`src/rtl/vend_sequencer_if.sv`:
```
// Signal bundle between the vending sequencer and its coin, selection and motor front end.
interface vend_sequencer_if;
  logic       coin_1;
  logic       coin_2;
  logic       sel_valid;
  logic [1:0] sel;
  logic       cancel;
  logic       motor_req;
  logic [1:0] motor_slot;
  logic       motor_done;
  logic       change_pulse;
  logic [3:0] credit;
  logic       coin_reject;
  logic       err_sel;
  logic       fault;
  logic       busy;
  logic [3:0] sold_out;

  modport master (
    output coin_1, coin_2, sel_valid, sel, cancel, motor_done,
    input  motor_req, motor_slot, change_pulse, credit,
    input  coin_reject, err_sel, fault, busy, sold_out
  );

  modport slave (
    input  coin_1, coin_2, sel_valid, sel, cancel, motor_done,
    output motor_req, motor_slot, change_pulse, credit,
    output coin_reject, err_sel, fault, busy, sold_out
  );
endinterface

```
`src/rtl/vend_sequencer.sv`:
```
// Four-slot vending controller: credit accumulation, dispense handshake with timeout, change payout.
// state  | meaning
// IDLE   | accept coins, selections and cancel
// VEND   | motor_req high for slot_q, waiting for motor_done or timeout
// CHANGE | one change_pulse per cycle until credit reaches 0
module vend_sequencer #(
  parameter int PRICE0        = 5,
  parameter int PRICE1        = 6,
  parameter int PRICE2        = 7,
  parameter int PRICE3        = 9,
  parameter int STOCK_INIT    = 7,
  parameter int MOTOR_TIMEOUT = 255
) (
  input  logic             clk,
  input  logic             reset,
  vend_sequencer_if.slave  bus
);

  typedef enum logic [1:0] {IDLE, VEND, CHANGE} state_e;

  state_e     state_q, state_d;
  logic [3:0] credit_q, credit_d;
  logic [2:0] stock_q [4];
  logic [2:0] stock_d [4];
  logic [1:0] slot_q, slot_d;
  logic [7:0] timer_q, timer_d;
  logic       coin_reject_q, coin_reject_d;
  logic       err_sel_q, err_sel_d;
  logic       fault_q, fault_d;

  logic       coin_any;
  logic [4:0] coin_val;
  logic [4:0] coin_sum;
  logic [3:0] sel_price;
  logic [3:0] slot_price;
  logic [3:0] base_credit;
  logic       go_change;
  logic       accept;

  function automatic logic [3:0] price_of(input logic [1:0] s);
    case (s)
      2'd0:    price_of = 4'(PRICE0);
      2'd1:    price_of = 4'(PRICE1);
      2'd2:    price_of = 4'(PRICE2);
      default: price_of = 4'(PRICE3);
    endcase
  endfunction

  always_ff @(posedge clk) begin
    if (reset) begin
      state_q       <= IDLE;
      credit_q      <= 4'd0;
      slot_q        <= 2'd0;
      timer_q       <= 8'd0;
      coin_reject_q <= 1'b0;
      err_sel_q     <= 1'b0;
      fault_q       <= 1'b0;
      for (int i = 0; i < 4; i++) stock_q[i] <= 3'(STOCK_INIT);
    end else begin
      state_q       <= state_d;
      credit_q      <= credit_d;
      slot_q        <= slot_d;
      timer_q       <= timer_d;
      coin_reject_q <= coin_reject_d;
      err_sel_q     <= err_sel_d;
      fault_q       <= fault_d;
      for (int i = 0; i < 4; i++) stock_q[i] <= stock_d[i];
    end
  end

  always_comb begin
    state_d       = state_q;
    credit_d      = credit_q;
    slot_d        = slot_q;
    timer_d       = timer_q;
    coin_reject_d = 1'b0;
    err_sel_d     = 1'b0;
    fault_d       = 1'b0;
    for (int i = 0; i < 4; i++) stock_d[i] = stock_q[i];

    coin_any    = bus.coin_1 | bus.coin_2;
    coin_val    = 5'(bus.coin_1) + (bus.coin_2 ? 5'd2 : 5'd0);
    sel_price   = price_of(bus.sel);
    slot_price  = price_of(slot_q);
    go_change   = 1'b0;
    accept      = 1'b0;
    base_credit = credit_q;
    coin_sum    = 5'd0;

    case (state_q)
      IDLE: begin
        // cancel with zero credit has no effect, so the selection is still evaluated
        go_change = bus.cancel && (credit_q != 4'd0);
        if (!go_change && bus.sel_valid) begin
          if (credit_q >= sel_price && stock_q[bus.sel] != 3'd0) accept = 1'b1;
          else                                                    err_sel_d = 1'b1;
        end
        base_credit = accept ? (credit_q - sel_price) : credit_q;
        coin_sum    = {1'b0, base_credit} + coin_val;
        credit_d    = base_credit;
        if (coin_any) begin
          if (coin_sum > 5'd15) coin_reject_d = 1'b1;
          else                  credit_d      = coin_sum[3:0];
        end
        if (accept) begin
          stock_d[bus.sel] = stock_q[bus.sel] - 3'd1;
          slot_d           = bus.sel;
          timer_d          = 8'(MOTOR_TIMEOUT - 1);
          state_d          = VEND;
        end else if (go_change) begin
          state_d = CHANGE;
        end
      end
      VEND: begin
        coin_reject_d = coin_any;
        if (bus.motor_done) begin
          state_d = (credit_q != 4'd0) ? CHANGE : IDLE;
        end else if (timer_q == 8'd0) begin
          fault_d         = 1'b1;
          credit_d        = credit_q + slot_price;
          stock_d[slot_q] = 3'd0;
          state_d         = ((credit_q + slot_price) != 4'd0) ? CHANGE : IDLE;
        end else begin
          timer_d = timer_q - 8'd1;
        end
      end
      CHANGE: begin
        coin_reject_d = coin_any;
        if (credit_q != 4'd0) credit_d = credit_q - 4'd1;
        if (credit_q <= 4'd1) state_d = IDLE;
      end
      default: state_d = IDLE;
    endcase
  end

  assign bus.motor_req    = (state_q == VEND);
  assign bus.motor_slot   = slot_q;
  assign bus.change_pulse = (state_q == CHANGE) && (credit_q != 4'd0);
  assign bus.credit       = credit_q;
  assign bus.coin_reject  = coin_reject_q;
  assign bus.err_sel      = err_sel_q;
  assign bus.fault        = fault_q;
  assign bus.busy         = (state_q != IDLE);

  always_comb begin
    for (int i = 0; i < 4; i++) bus.sold_out[i] = (stock_q[i] == 3'd0);
  end

endmodule

```
`src/flat_wrapper.sv`:
```
// flat-port wrapper written by rule: the top's interface ports become plain ports
module vend_sequencer_flat 
#(
  parameter int PRICE0        = 5,
  parameter int PRICE1        = 6,
  parameter int PRICE2        = 7,
  parameter int PRICE3        = 9,
  parameter int STOCK_INIT    = 7,
  parameter int MOTOR_TIMEOUT = 255
)
  (clk, reset, bus_coin_1, bus_coin_2, bus_sel_valid, bus_sel, bus_cancel, bus_motor_done, bus_motor_req, bus_motor_slot, bus_change_pulse, bus_credit, bus_coin_reject, bus_err_sel, bus_fault, bus_busy, bus_sold_out);
  vend_sequencer_if bus_i ();
  input  logic clk;
  input  logic reset;
  input wire logic [$bits(bus_i.coin_1)-1:0] bus_coin_1;
  input wire logic [$bits(bus_i.coin_2)-1:0] bus_coin_2;
  input wire logic [$bits(bus_i.sel_valid)-1:0] bus_sel_valid;
  input wire logic [$bits(bus_i.sel)-1:0] bus_sel;
  input wire logic [$bits(bus_i.cancel)-1:0] bus_cancel;
  input wire logic [$bits(bus_i.motor_done)-1:0] bus_motor_done;
  output wire logic [$bits(bus_i.motor_req)-1:0] bus_motor_req;
  output wire logic [$bits(bus_i.motor_slot)-1:0] bus_motor_slot;
  output wire logic [$bits(bus_i.change_pulse)-1:0] bus_change_pulse;
  output wire logic [$bits(bus_i.credit)-1:0] bus_credit;
  output wire logic [$bits(bus_i.coin_reject)-1:0] bus_coin_reject;
  output wire logic [$bits(bus_i.err_sel)-1:0] bus_err_sel;
  output wire logic [$bits(bus_i.fault)-1:0] bus_fault;
  output wire logic [$bits(bus_i.busy)-1:0] bus_busy;
  output wire logic [$bits(bus_i.sold_out)-1:0] bus_sold_out;
  assign bus_i.coin_1 = bus_coin_1;
  assign bus_i.coin_2 = bus_coin_2;
  assign bus_i.sel_valid = bus_sel_valid;
  assign bus_i.sel = bus_sel;
  assign bus_i.cancel = bus_cancel;
  assign bus_i.motor_done = bus_motor_done;
  assign bus_motor_req = bus_i.motor_req;
  assign bus_motor_slot = bus_i.motor_slot;
  assign bus_change_pulse = bus_i.change_pulse;
  assign bus_credit = bus_i.credit;
  assign bus_coin_reject = bus_i.coin_reject;
  assign bus_err_sel = bus_i.err_sel;
  assign bus_fault = bus_i.fault;
  assign bus_busy = bus_i.busy;
  assign bus_sold_out = bus_i.sold_out;
  vend_sequencer #(.PRICE0(PRICE0), .PRICE1(PRICE1), .PRICE2(PRICE2), .PRICE3(PRICE3), .STOCK_INIT(STOCK_INIT), .MOTOR_TIMEOUT(MOTOR_TIMEOUT)) u_core (.clk(clk), .reset(reset), .bus(bus_i));
endmodule
```
`config.mk`:
```
export PLATFORM = sky130hd
export DESIGN_NAME = vend_sequencer_flat
export DESIGN_NICKNAME = d
export VERILOG_FILES = /design/src/rtl/vend_sequencer_if.sv /design/src/rtl/vend_sequencer.sv /design/src/flat_wrapper.sv
export SDC_FILE = /design/constraint.sdc
export NUM_CORES = 1
export LEC_CHECK = 0
export CAP_MARGIN = 20
export CORE_UTILIZATION = 60
export CTS_CLUSTER_DIAMETER = 120
export CTS_CLUSTER_SIZE = 10
export DETAILED_ROUTE_END_ITERATION = 8
export PLACE_DENSITY = 0.92
export RECOVER_POWER = 25
export SLEW_MARGIN = 20
export SYNTH_ARGS = -nofsm -noshare
export SYNTH_HDL_FRONTEND = slang
export SYNTH_SLANG_ARGS = --single-unit
```
`constraint.sdc`:
```
create_clock -name clk -period 7.9 [get_ports clk]
set_input_delay 1.58 -clock clk [delete_from_list [all_inputs] [get_ports clk]]
set_output_delay 1.58 -clock clk [all_outputs]
set_load 0.03 [all_outputs]
```
==> metrics.yaml <==
setup_path:
  start_kind: "primary input"
  required_ns: 8.12
  endpoint_kind: "flip-flop"
  worstPathArrival_ns: 6.26
  worst-r2r-setup-slack_ns: 3.53
  critPathKind: "primary input to flip-flop"
  crit_fanout: 14
final_layout:
  final_area_mm2: 0.00273
  antennaDiodeCount: 0
  syn_to_final_growth_pct: 14.9
  drive_gt1_share_pct: 5.42
  fin_util_pct: 73.4
  nets: 333
  layout.cells.non_filler: 343
  n_fill_cell: 299
clock_tree:
  cts_sinks: 31
  htreeDepth: 2
  cts_tree: "yes"
  cts_setup_buffers: 0
  cts_resized: 0
  clkSlewWorstSetupHoldPaths_ns: 0.07
  clock_path_buffers: 2
  clkLatencyLatePin_ns: 0.29
  numCtsBuffers: 5
  root_buffer: "clkbuf_8"
  ctsHoldBuffers: 0
detailed_routing:
  ant_nets: 0
  via_per_inst: 6.31
  drt_drc_violations_left: 0
  drtIter0Drc: 209
  wl_um: 5850
  wl_per_cell_um: 17.0
  firstDrtPassIters: 4
  vias: 2163
die:
  initial_utilization_pct: 63.9
  core_region_area_mm2: 0.00372
  die_x_um: 64.9
  rows: 22
  die_height_um: 64.9
  die_area_mm2: 0.00421
  io_pins: 25
timing:
  min_period_over_period_pct: 76.5
  worst_pin_slew_ns: 1.14
  clock_skew_ns: 0.00582
  rsz0062_at_grt: "no"
  hold_slack_ns: 0.519
  fin_crit_ns: 6.04
  finalHoldViolCount: 0
  finalSetupViolCount: 0
  finalSetupTns_ns: 0
  fmax_mhz: 166
  slew_headroom_pct: 24.0
  slew_viol_final: 0
yosys:
  avgSynthCellArea_um2: 8.60
  synth_flop_cell: "dfxtp_1"
  yosys.area.top_type: "dfxtp_1"
  yosys_warnings: 0
  netlist_instances: 276
  yosysUniqueCellTypes: 47
  ys_top_cells_by_count: "31 x dfxtp_1, 27 x ha_1, 26 x inv_1, 26 x nor2_1, 25 x a21oi_1"
  synth_edf_count: 0
  ys_top_cells_by_area: "dfxtp_1 26%, ha_1 14%, a21oi_1 5.3%, a221o_1 5.1%, mux2i_1 4.2%"
  yosys.area.top_type_share_pct: 26.1
  synth_most_common_cell: "dfxtp_1"
  seq_area_frac_synth_pct: 26.1
  ys_seq_elements: 31
  synthArstFlopShare_pct: 0
  syn_area_mm2: 0.00237
  syn-num-nets: 315
outcome:
  outcome: "finished clean"
place:
  port-buffer-count: 24
  place_congestion: 0.918
  dp_hpwl_um: 4310
  dpl-instance-area_mm2: 0.00261
  dp_cells: 335
grt:
  gr-usage-all-layers_pct: 30.5
  antenna_found_initial: 0
  grt_max_degree: 32
  grt_overflow: 0
  grt_pass1_wl_um: 9660
  first_global_vias: 2090
power_and_ir_drop:
  swShare_pct: 43.7
  leakagePower_nw: 1.13
  p_int_w: 0.000473
  power.density_mw_per_mm2: 308
  p_switching_w: 0.000367
  power.combinational.fraction_pct: 52.7
  p_seq_share_pct: 27.4
  ir_drop_mv: 0.206
  clockPowerShare_pct: 19.9
flow_run:
  drv_cap: 0
hold_path:
  worstHoldPathType: "flip-flop to flip-flop"
-- placed cells by master (no fill, tap or decap), types with 4 or more instances in the layout --
cell | Yosys | final
xnor2_1 | 8 | 8
o21ai_0 | 10 | 10
nor3_1 | 9 | 9
inv_1 | 26 | 26
clkdlybuf4s50_1 | 0 | 13
mux2i_1 | 10 | 10
nand3b_1 | 4 | 4
a221o_1 | 12 | 12
nor2_1 | 26 | 26
nor2b_1 | 4 | 4
clkbuf_8 | 0 | 6
ha_1 | 27 | 27
dfxtp_1 | 31 | 31
xor2_1 | 5 | 5
nand2_1 | 15 | 15
a31oi_1 | 4 | 4
nor4_1 | 4 | 4
a21oi_1 | 25 | 25
dlygate4sd3_1 | 0 | 11
-- kinds of logic (layout without fill, tap and decap cells) --
logic type | after synthesis | count (layout) | synth area share (%)
adder cells (fa/ha/maj) | 30 | 30 | 16.8
AO/OA/AOI/OAI | 72 | 72 | 21.8
flip-flops | 31 | 31 | 26.1
AND/OR/NAND/NOR | 77 | 77 | 16.6
multiplexers | 14 | 14 | 7.06
buffers and inverters | 39 | 58 | 6.85
XOR/XNOR | 13 | 13 | 4.80
-- critical path: stages --
cell	delay [ns]
clkdlybuf4s50_1	0.73
inv_1	0.12
ha_1	0.29
inv_1	0.06
ha_1	0.29
a21oi_1	0.06
o21ai_0	0.42
and3_1	0.62
mux2i_1	0.32
ha_1	0.20
inv_1	0.06
fa_1	0.46
nand3b_1	0.19
a31oi_1	0.21
a311oi_1	0.11
mux2_2	0.34
a21oi_1	0.18
-- per-stage QoR --
step,total power [W],worst slack [ns]
4_1_cts,0.000837,1.97
3_3_place_gp,0.000652,1.96
5_1_grt,0.000901,1.63
6_report,0.000839,1.86
3_5_place_dp,0.000667,1.72
2_1_floorplan,0.000558,2.66
-- path summary, 6_finish.rpt --
kind,end,cells after the start,startpoint
hold reg to reg,u_core.stock_q[3][1]$_SDFFE_PP1P_,1,u_core.stock_q[3][1]$_SDFFE_PP1P_
hold / removal,u_core.stock_q[3][1]$_SDFFE_PP1P_,1,u_core.stock_q[3][1]$_SDFFE_PP1P_
setup / recovery,u_core.bus.credit[1]$_SDFFE_PP0P_,17,bus_sel[1]
setup reg to reg,u_core.bus.credit[1]$_SDFFE_PP0P_,16,u_core.bus.credit[0]$_SDFFE_PP0P_
-- power groups by stage --
stage	registers [W]	clock network [W]	logic, W
floorplan	0.000236	0	0.000322
global placement	0.000231	0	0.000421
detailed placement	0.000232	0	0.000435
CTS	0.000229	0.000168	0.000440
global route	0.000234	0.000176	0.000492
finish	0.000230	0.000167	0.000442
-- metal layers --
metal	track usage, %	up-vias	wire [um]
met4	14.4	0	102
met2	48.8	92	2820
met1	38.5	1026	2510
li1	-	1034	-
met5	0	-	0
met3	6.87	11	415
-- layout make-up --
type | instances | area [um^2] | area share (%)
timing repair buffer | 24 | 240 | 8.81
multi-input combinational | 206 | 1590 | 58.3
tap | 48 | 60.1 | 2.20
clock inverter | 2 | 35.0 | 1.28
clock buffer | 6 | 82.6 | 3.03
inverter | 26 | 97.6 | 3.58
sequential | 31 | 621 | 22.8
-- flip-flops by register name, summed over array words and instances, names as in the netlist --
name                    cells
u_core.bus.coin_reject      1
u_core.bus.credit           4
u_core.bus.err_sel          1
u_core.bus.fault            1
u_core.bus.motor_slot       2
u_core.state_q              2
u_core.stock_q             12
u_core.timer_q              8
(Power assumes the default switching activity.)
